===== config.mk =====
export PLATFORM = sky130hd
export DESIGN_NAME = sd_emmc_controller_dma_rd
export DESIGN_NICKNAME = d
export VERILOG_FILES = /design/src/rtl/sd_emmc_controller_dma_rd.sv
export SDC_FILE = /design/constraint.sdc
export NUM_CORES = 1
export LEC_CHECK = 0
export ABC_AREA = 1
export CORE_MARGIN = 4
export CORE_UTILIZATION = 35
export DETAILED_ROUTE_END_ITERATION = 8
export PLACE_DENSITY = 0.67
export SLEW_MARGIN = 20
export SYNTH_ARGS = -nofsm -noshare
export SYNTH_HDL_FRONTEND = slang
export SYNTH_SLANG_ARGS = --single-unit

===== constraint.sdc =====
create_clock -name clock -period 3.5 [get_ports clock]
set_input_delay 0.35 -clock clock [delete_from_list [all_inputs] [get_ports clock]]
set_output_delay 0.35 -clock clock [all_outputs]
set_load 0.01 [all_outputs]

===== src/rtl/sd_emmc_controller_dma_rd.sv =====
// ---------------------------------------------------------------------------
// sd_emmc_controller_dma_rd
//
// SDMA read engine for the card-write direction (system memory -> card).
// It fetches 512-byte blocks from system memory one 32-bit word at a time.
// Each fetch is a single-beat AXI read, and only one read is outstanding at
// any moment. Every returned word is pushed into the TX FIFO that feeds the
// serial data path.
//
// At every buffer boundary (8 << buf_boundary blocks) the engine pauses. It
// resumes when the host rewrites the SDMA system address. The transfer ends
// after block_count blocks when blk_count_ena is set. Any AXI error response
// stops the engine in ERROR.
//
// Ports
//   clock, reset           : clock; asynchronous active-low reset
//   init_dma_sys_addr      : SDMA system address (start / reload value)
//   buf_boundary           : boundary code, blocks per boundary = 8 << code
//   block_count            : blocks to move; blk_count_ena enables the limit
//   dma_ena_trans_mode     : DMA enable from Transfer Mode
//   dir_dat_trans_mode     : 0 selects this engine (write to card)
//   start_xfer, stop_xfer  : start pulse / abort level
//   sys_addr_changed       : pulse when the host rewrites the SDMA address
//   fifo_full, fifo_wr_en,
//   fifo_wr_data           : TX FIFO push side
//   read_addr, addr_read_valid, addr_read_ready,
//   read_data, read_resp, read_data_valid,
//   read_data_ready        : AXI AR / R channels
//   dma_boundary_int, dma_done,
//   dma_error              : one-cycle event pulses to the register block
//   busy                   : high whenever the engine is not idle
// ---------------------------------------------------------------------------
module sd_emmc_controller_dma_rd #(
    parameter int ADDR_W    = 32,
    parameter int BLKCNT_W  = 16,
    parameter int BLK_WORDS = 128
) (
    input  logic                clock,
    input  logic                reset,
    input  logic [ADDR_W-1:0]   init_dma_sys_addr,
    input  logic [2:0]          buf_boundary,
    input  logic [BLKCNT_W-1:0] block_count,
    input  logic                blk_count_ena,
    input  logic                dma_ena_trans_mode,
    input  logic                dir_dat_trans_mode,
    input  logic                start_xfer,
    input  logic                stop_xfer,
    input  logic                sys_addr_changed,
    input  logic                fifo_full,
    output logic                fifo_wr_en,
    output logic [31:0]         fifo_wr_data,
    output logic [ADDR_W-1:0]   read_addr,
    output logic                addr_read_valid,
    input  logic                addr_read_ready,
    input  logic [31:0]         read_data,
    input  logic [1:0]          read_resp,
    input  logic                read_data_valid,
    output logic                read_data_ready,
    output logic                dma_boundary_int,
    output logic                dma_done,
    output logic                dma_error,
    output logic                busy
);

    localparam int WORD_W = (BLK_WORDS > 1) ? $clog2(BLK_WORDS) : 1;
    // Largest boundary is 8 << 7 = 1024 blocks, which needs 11 bits.
    localparam int BND_W  = 11;

    localparam logic [2:0] S_IDLE         = 3'd0;
    localparam logic [2:0] S_WAIT_SPACE   = 3'd1;
    localparam logic [2:0] S_ADDR         = 3'd2;
    localparam logic [2:0] S_DATA         = 3'd3;
    localparam logic [2:0] S_BLK_CHECK    = 3'd4;
    localparam logic [2:0] S_NEW_SYS_ADDR = 3'd5;
    localparam logic [2:0] S_DONE         = 3'd6;
    localparam logic [2:0] S_ERROR        = 3'd7;

    logic [2:0]          state;
    logic [WORD_W-1:0]   word_cnt;
    logic [BLKCNT_W-1:0] blocks_total;
    logic [BND_W-1:0]    blocks_in_bnd;
    logic [BND_W-1:0]    bound;

    logic                start_ok;
    logic                last_word;
    logic [BLKCNT_W-1:0] blk_target;
    logic                xfer_complete;
    logic                at_boundary;
    logic                rd_handshake;

    assign start_ok     = start_xfer & dma_ena_trans_mode & ~dir_dat_trans_mode;
    assign last_word    = (word_cnt == WORD_W'(BLK_WORDS - 1));
    assign rd_handshake = read_data_valid & read_data_ready;

    // A block count of 0 follows the register rule for that value and moves
    // exactly one block.
    assign blk_target    = (block_count == '0) ? BLKCNT_W'(1) : block_count;
    assign xfer_complete = blk_count_ena & (blocks_total == blk_target);
    assign at_boundary   = (blocks_in_bnd == bound);

    assign busy = (state != S_IDLE);

    always_ff @(posedge clock or negedge reset) begin
        if (!reset) begin
            state            <= S_IDLE;
            word_cnt         <= '0;
            blocks_total     <= '0;
            blocks_in_bnd    <= '0;
            bound            <= '0;
            read_addr        <= '0;
            addr_read_valid  <= 1'b0;
            read_data_ready  <= 1'b0;
            fifo_wr_en       <= 1'b0;
            fifo_wr_data     <= '0;
            dma_boundary_int <= 1'b0;
            dma_done         <= 1'b0;
            dma_error        <= 1'b0;
        end else begin
            // Strobes and event outputs are single-cycle pulses.
            fifo_wr_en       <= 1'b0;
            dma_boundary_int <= 1'b0;
            dma_done         <= 1'b0;
            dma_error        <= 1'b0;

            case (state)
                S_IDLE: begin
                    if (start_ok) begin
                        read_addr     <= init_dma_sys_addr;
                        word_cnt      <= '0;
                        blocks_total  <= '0;
                        blocks_in_bnd <= '0;
                        // Latch the boundary size once per transfer.
                        bound         <= BND_W'(11'd8 << buf_boundary);
                        state         <= S_WAIT_SPACE;
                    end
                end

                S_WAIT_SPACE: begin
                    if (stop_xfer && word_cnt == '0) begin
                        state <= S_IDLE;
                    end else if (!fifo_full) begin
                        addr_read_valid <= 1'b1;
                        state           <= S_ADDR;
                    end
                end

                S_ADDR: begin
                    // ARADDR/ARVALID stay stable until the slave accepts them.
                    if (addr_read_ready) begin
                        addr_read_valid <= 1'b0;
                        read_data_ready <= 1'b1;
                        state           <= S_DATA;
                    end
                end

                S_DATA: begin
                    if (rd_handshake) begin
                        read_data_ready <= 1'b0;
                        if (read_resp != 2'b00) begin
                            dma_error <= 1'b1;
                            state     <= S_ERROR;
                        end else begin
                            fifo_wr_en   <= 1'b1;
                            fifo_wr_data <= read_data;
                            read_addr    <= read_addr + ADDR_W'(4);
                            if (last_word) begin
                                word_cnt      <= '0;
                                blocks_total  <= blocks_total + BLKCNT_W'(1);
                                blocks_in_bnd <= blocks_in_bnd + BND_W'(1);
                                state         <= S_BLK_CHECK;
                            end else begin
                                word_cnt <= word_cnt + WORD_W'(1);
                                state    <= S_WAIT_SPACE;
                            end
                        end
                    end
                end

                S_BLK_CHECK: begin
                    // Completion wins over both a pending stop and a boundary.
                    if (xfer_complete) begin
                        dma_done <= 1'b1;
                        state    <= S_DONE;
                    end else if (stop_xfer) begin
                        state <= S_IDLE;
                    end else if (at_boundary) begin
                        dma_boundary_int <= 1'b1;
                        state            <= S_NEW_SYS_ADDR;
                    end else begin
                        state <= S_WAIT_SPACE;
                    end
                end

                S_NEW_SYS_ADDR: begin
                    if (sys_addr_changed) begin
                        read_addr     <= init_dma_sys_addr;
                        blocks_in_bnd <= '0;
                        state         <= S_WAIT_SPACE;
                    end else if (stop_xfer) begin
                        state <= S_IDLE;
                    end
                end

                S_DONE: begin
                    // Wait until the start pulse has gone away so that a
                    // lingering start cannot immediately relaunch the engine.
                    if (!start_xfer) begin
                        state <= S_IDLE;
                    end
                end

                S_ERROR: begin
                    if (!dma_ena_trans_mode || stop_xfer) begin
                        state <= S_IDLE;
                    end
                end

                default: state <= S_IDLE;
            endcase
        end
    end

endmodule


==> metrics.txt <==
fin nets 1168; CP top delay family simple AND/OR/NAND/NOR gates; Place WS between 1000 and 1500 ps; number of flops mapped to enable cells by yosys 0; synthesized area around 0.0068 mm2; CTS buffer count 17; max-cap violations 0; xor/xnor share of the synthesized area ~4%; Crit. End Element register; CTS max path bufs 2; hold crit path type in2async; adder-cell share of the synthesized area under 10%; Die W 148 um; fraction of the mapped netlist area in simple logic gates about a third; Synth Area in Compound Gates about 11%; Netlist cell types 46; Ys Warns 0; drt drc 0; Layout Area Growth over Synthesis 36.6%; outcome completed; footprint of the multi-input gates roughly 0.0035 mm2; multiplexer share of the synthesized area 0%; CP Launch Type register; DRT Pass-1 Iters 5; initial core utilization between 30 and 40%; post-synthesis cell count 901; Post-CTS Resized 0; Avg Inst Size Synth ~7.6 um2; fin util about half; sequential area share after synthesis 42.2%; core area 0.0190 mm2; storage element area around 0.0029 mm2; WS Path Type reg2reg; PortBufs between 150 and 200; Final Instance Count excl. Fillers around 1300; ys flop type dfrtp_1; relative slew slack a little under a third; Die H approximately 150 um; leakage power 4.12 nW; Req. time, crit path around 3800 ps; CP peak stage delay 440 ps; CP Max Fanout 6; Placed Instances about 1300; Tot GR Track Use a little under a fifth; final instance area 0.00932 mm2; pin count of the biggest net entering global routing between 60 and 70; fin crit period 2340 ps; main combinational cell family by area after synthesis simple AND/OR/NAND/NOR gates; Die ar. roughly 0.022 mm2; Post CTS Setup Buffer Count 0; FILL cells 1825; clk_skew approximately 6.3 ps; Antenna Violating Nets Remaining 0; crit-path cells ha_1 -> nand3_1 -> nor2_1 -> nand4_1 -> nor3_2 -> nand2_1 -> o21ai_0 -> a21oi_1; hold slack 9.01 ps; ys async rst share 100%; # setup viols final 0; power density over the cells about 790 mW/mm2; first-pass GRT wire length between 30000 and 40000 um; worst reg2reg setup slack 1160 ps; Sink Count between 100 and 150; Worst Slack Setup Final ~1200 ps; Synthesized Nets 1003; initial antenna violation count 0; RSZ-0062 raised after global routing false; vias in the first global route between 6000 and 7000; GP Congestion just over 0.9; Max rail drop VDD roughly 0.38 mV; # diodes 0; WL final approximately 20000 um; #FFs+latches synth approximately 120; Final Hold Vio Count 0; DRT iter0 DRCs between 300 and 400; via count 6624; IO Count 167; reg2reg path depth 8; reg2reg end read_addr[24]$_DFFE_PN0P_; hpwl dp 14600 um; Worst Max-Slew Pin Slew just over 1000 ps; WP buf/inv 0; htree depth 4; worst flop-to-flop path startpoint read_addr[2]$_DFFE_PN0P_; clk_lat worst skew 410 ps; DP Area ~0.0087 mm2; CTS tree done; TNS Setup 0 ps; max-slew violation count 0; vias per cell a little under 5; maximum operating frequency ~0.43 GHz; WL per Instance between 10 and 15 um; CTS hold repair buffers 0; final worst-path cycle share approximately two thirds; Overall Power 7.37 mW; critical path data arrival time between 2000 and 3000 ps; share of post-route cells with drive strength above 1 8.25%; CP max stage cell dfrtp_1; CTS clock-pin slew for the worst setup and hold paths around 60 ps; number of placement rows 50; total grt overflow 0; Clock Root Buffer clkbuf_16
routing by layer:
layer,routed length (um),GRT usage [%],vias up
met5,0,0,-
met4,301,5.17,0
met3,1440,5.30,26
met2,9370,30.2,214
met1,8510,23.0,3086
li1,-,-,3298
synth_stat cells (2+ instances only):
cell type | number | area [um2]
nor2_1 | 84 | 315
nor2_4 | 3 | 33.8
o21ai_1 | 3 | 15.0
o31ai_2 | 2 | 25.0
nand2_2 | 6 | 37.5
clkbuf_1 | 16 | 60.1
nor3_2 | 8 | 80.1
nand2_4 | 6 | 67.6
a22oi_1 | 3 | 22.5
a21oi_1 | 28 | 140
xnor2_1 | 7 | 61.3
or2_2 | 9 | 56.3
buf_4 | 4 | 30.0
nand2_1 | 260 | 976
a31oi_1 | 2 | 12.5
nor2_2 | 2 | 12.5
nor4_1 | 7 | 43.8
o211ai_1 | 4 | 30.0
o31ai_1 | 11 | 82.6
ha_1 | 6 | 75.1
nor3_1 | 28 | 140
xor2_1 | 25 | 219
o22ai_1 | 12 | 75.1
buf_6 | 2 | 22.5
inv_4 | 2 | 12.5
dfrtp_1 | 115 | 2880
a211oi_1 | 3 | 22.5
buf_2 | 3 | 15.0
nand2_8 | 2 | 40.0
o21ai_0 | 51 | 255
inv_1 | 85 | 319
nor2_8 | 3 | 60.1
nand3_1 | 55 | 275
nand4_1 | 29 | 181
inv_2 | 4 | 15.0
power by group:
part,switching (mW),leakage [nW],internal [mW]
Clock,0.679,0.288,1.07
Combinational,1.96,2.34,1.41
Sequential,0.466,1.50,1.79
Total,3.10,4.12,4.27
worst reg2reg max path: cells and delay by family (launching register included):
family,cells,cell delay (ps)
compound gates,2,240
fa+ha+maj,1,250
flops,1,440
simple gates,5,1290
placed cells by master (no fill, tap or decap), types with 7 or more instances in the layout:
master           instances
nor2_1                  84
nor3_1                  28
clkdlybuf4s50_1        165
nand4_1                 29
o22ai_1                 12
o31ai_1                 11
xor2_1                  25
inv_1                   85
nor4_1                   7
a21oi_1                 28
nand2_1                260
xnor2_1                  7
or2_2                    9
clkbuf_16               17
dfrtp_1                115
o21ai_0                 51
nand3_1                 55
nor3_2                   7
worst max-delay path by stage:
stage | from | end | slack [ps] | depth (start not counted)
floorplan | read_addr[2]$_DFFE_PN0P_ | read_addr[24]$_DFFE_PN0P_ | 1680 | 8
global placement | read_resp[1] | read_addr[6]$_DFFE_PN0P_ | 1130 | 9
detailed placement | read_resp[1] | read_addr[22]$_DFFE_PN0P_ | 1040 | 9
CTS | state[1]$_DFFE_PN0P_ | read_addr[22]$_DFFE_PN0P_ | 1210 | 7
global route | read_addr[2]$_DFFE_PN0P_ | read_addr[24]$_DFFE_PN0P_ | 990 | 9
finish | read_addr[2]$_DFFE_PN0P_ | read_addr[24]$_DFFE_PN0P_ | 1160 | 8
state kept, by name (all words and copies together), names as in the netlist:
signal / cells
dma_error: 1
word_cnt: 7
bound: 8
read_addr: 32
read_data_ready: 1
addr_read_valid: 1
dma_boundary_int: 1
blocks_in_bnd: 11
fifo_wr_en: 1
state: 3
dma_done: 1
blocks_total: 16
fifo_wr_data: 32
cell families after synthesis:
logic type / Yosys count
adders and majority gates: 6
DFF: 115
AOI/OAI and AO/OA: 125
buffers and inverters: 116
and+or+nand+nor: 507
xor gates and xnor gates: 32
layout make-up:
cell class / instances / area share [%]
timing repair buffer: 171 / 18.2
inverter: 91 / 3.72
multi-input combinational: 670 / 37.3
sequential: 115 / 30.9
clock inverter: 15 / 1.83
tap: 260 / 3.49
clock buffer: 17 / 4.56
Note: power is estimated with default switching activity, not from simulation.
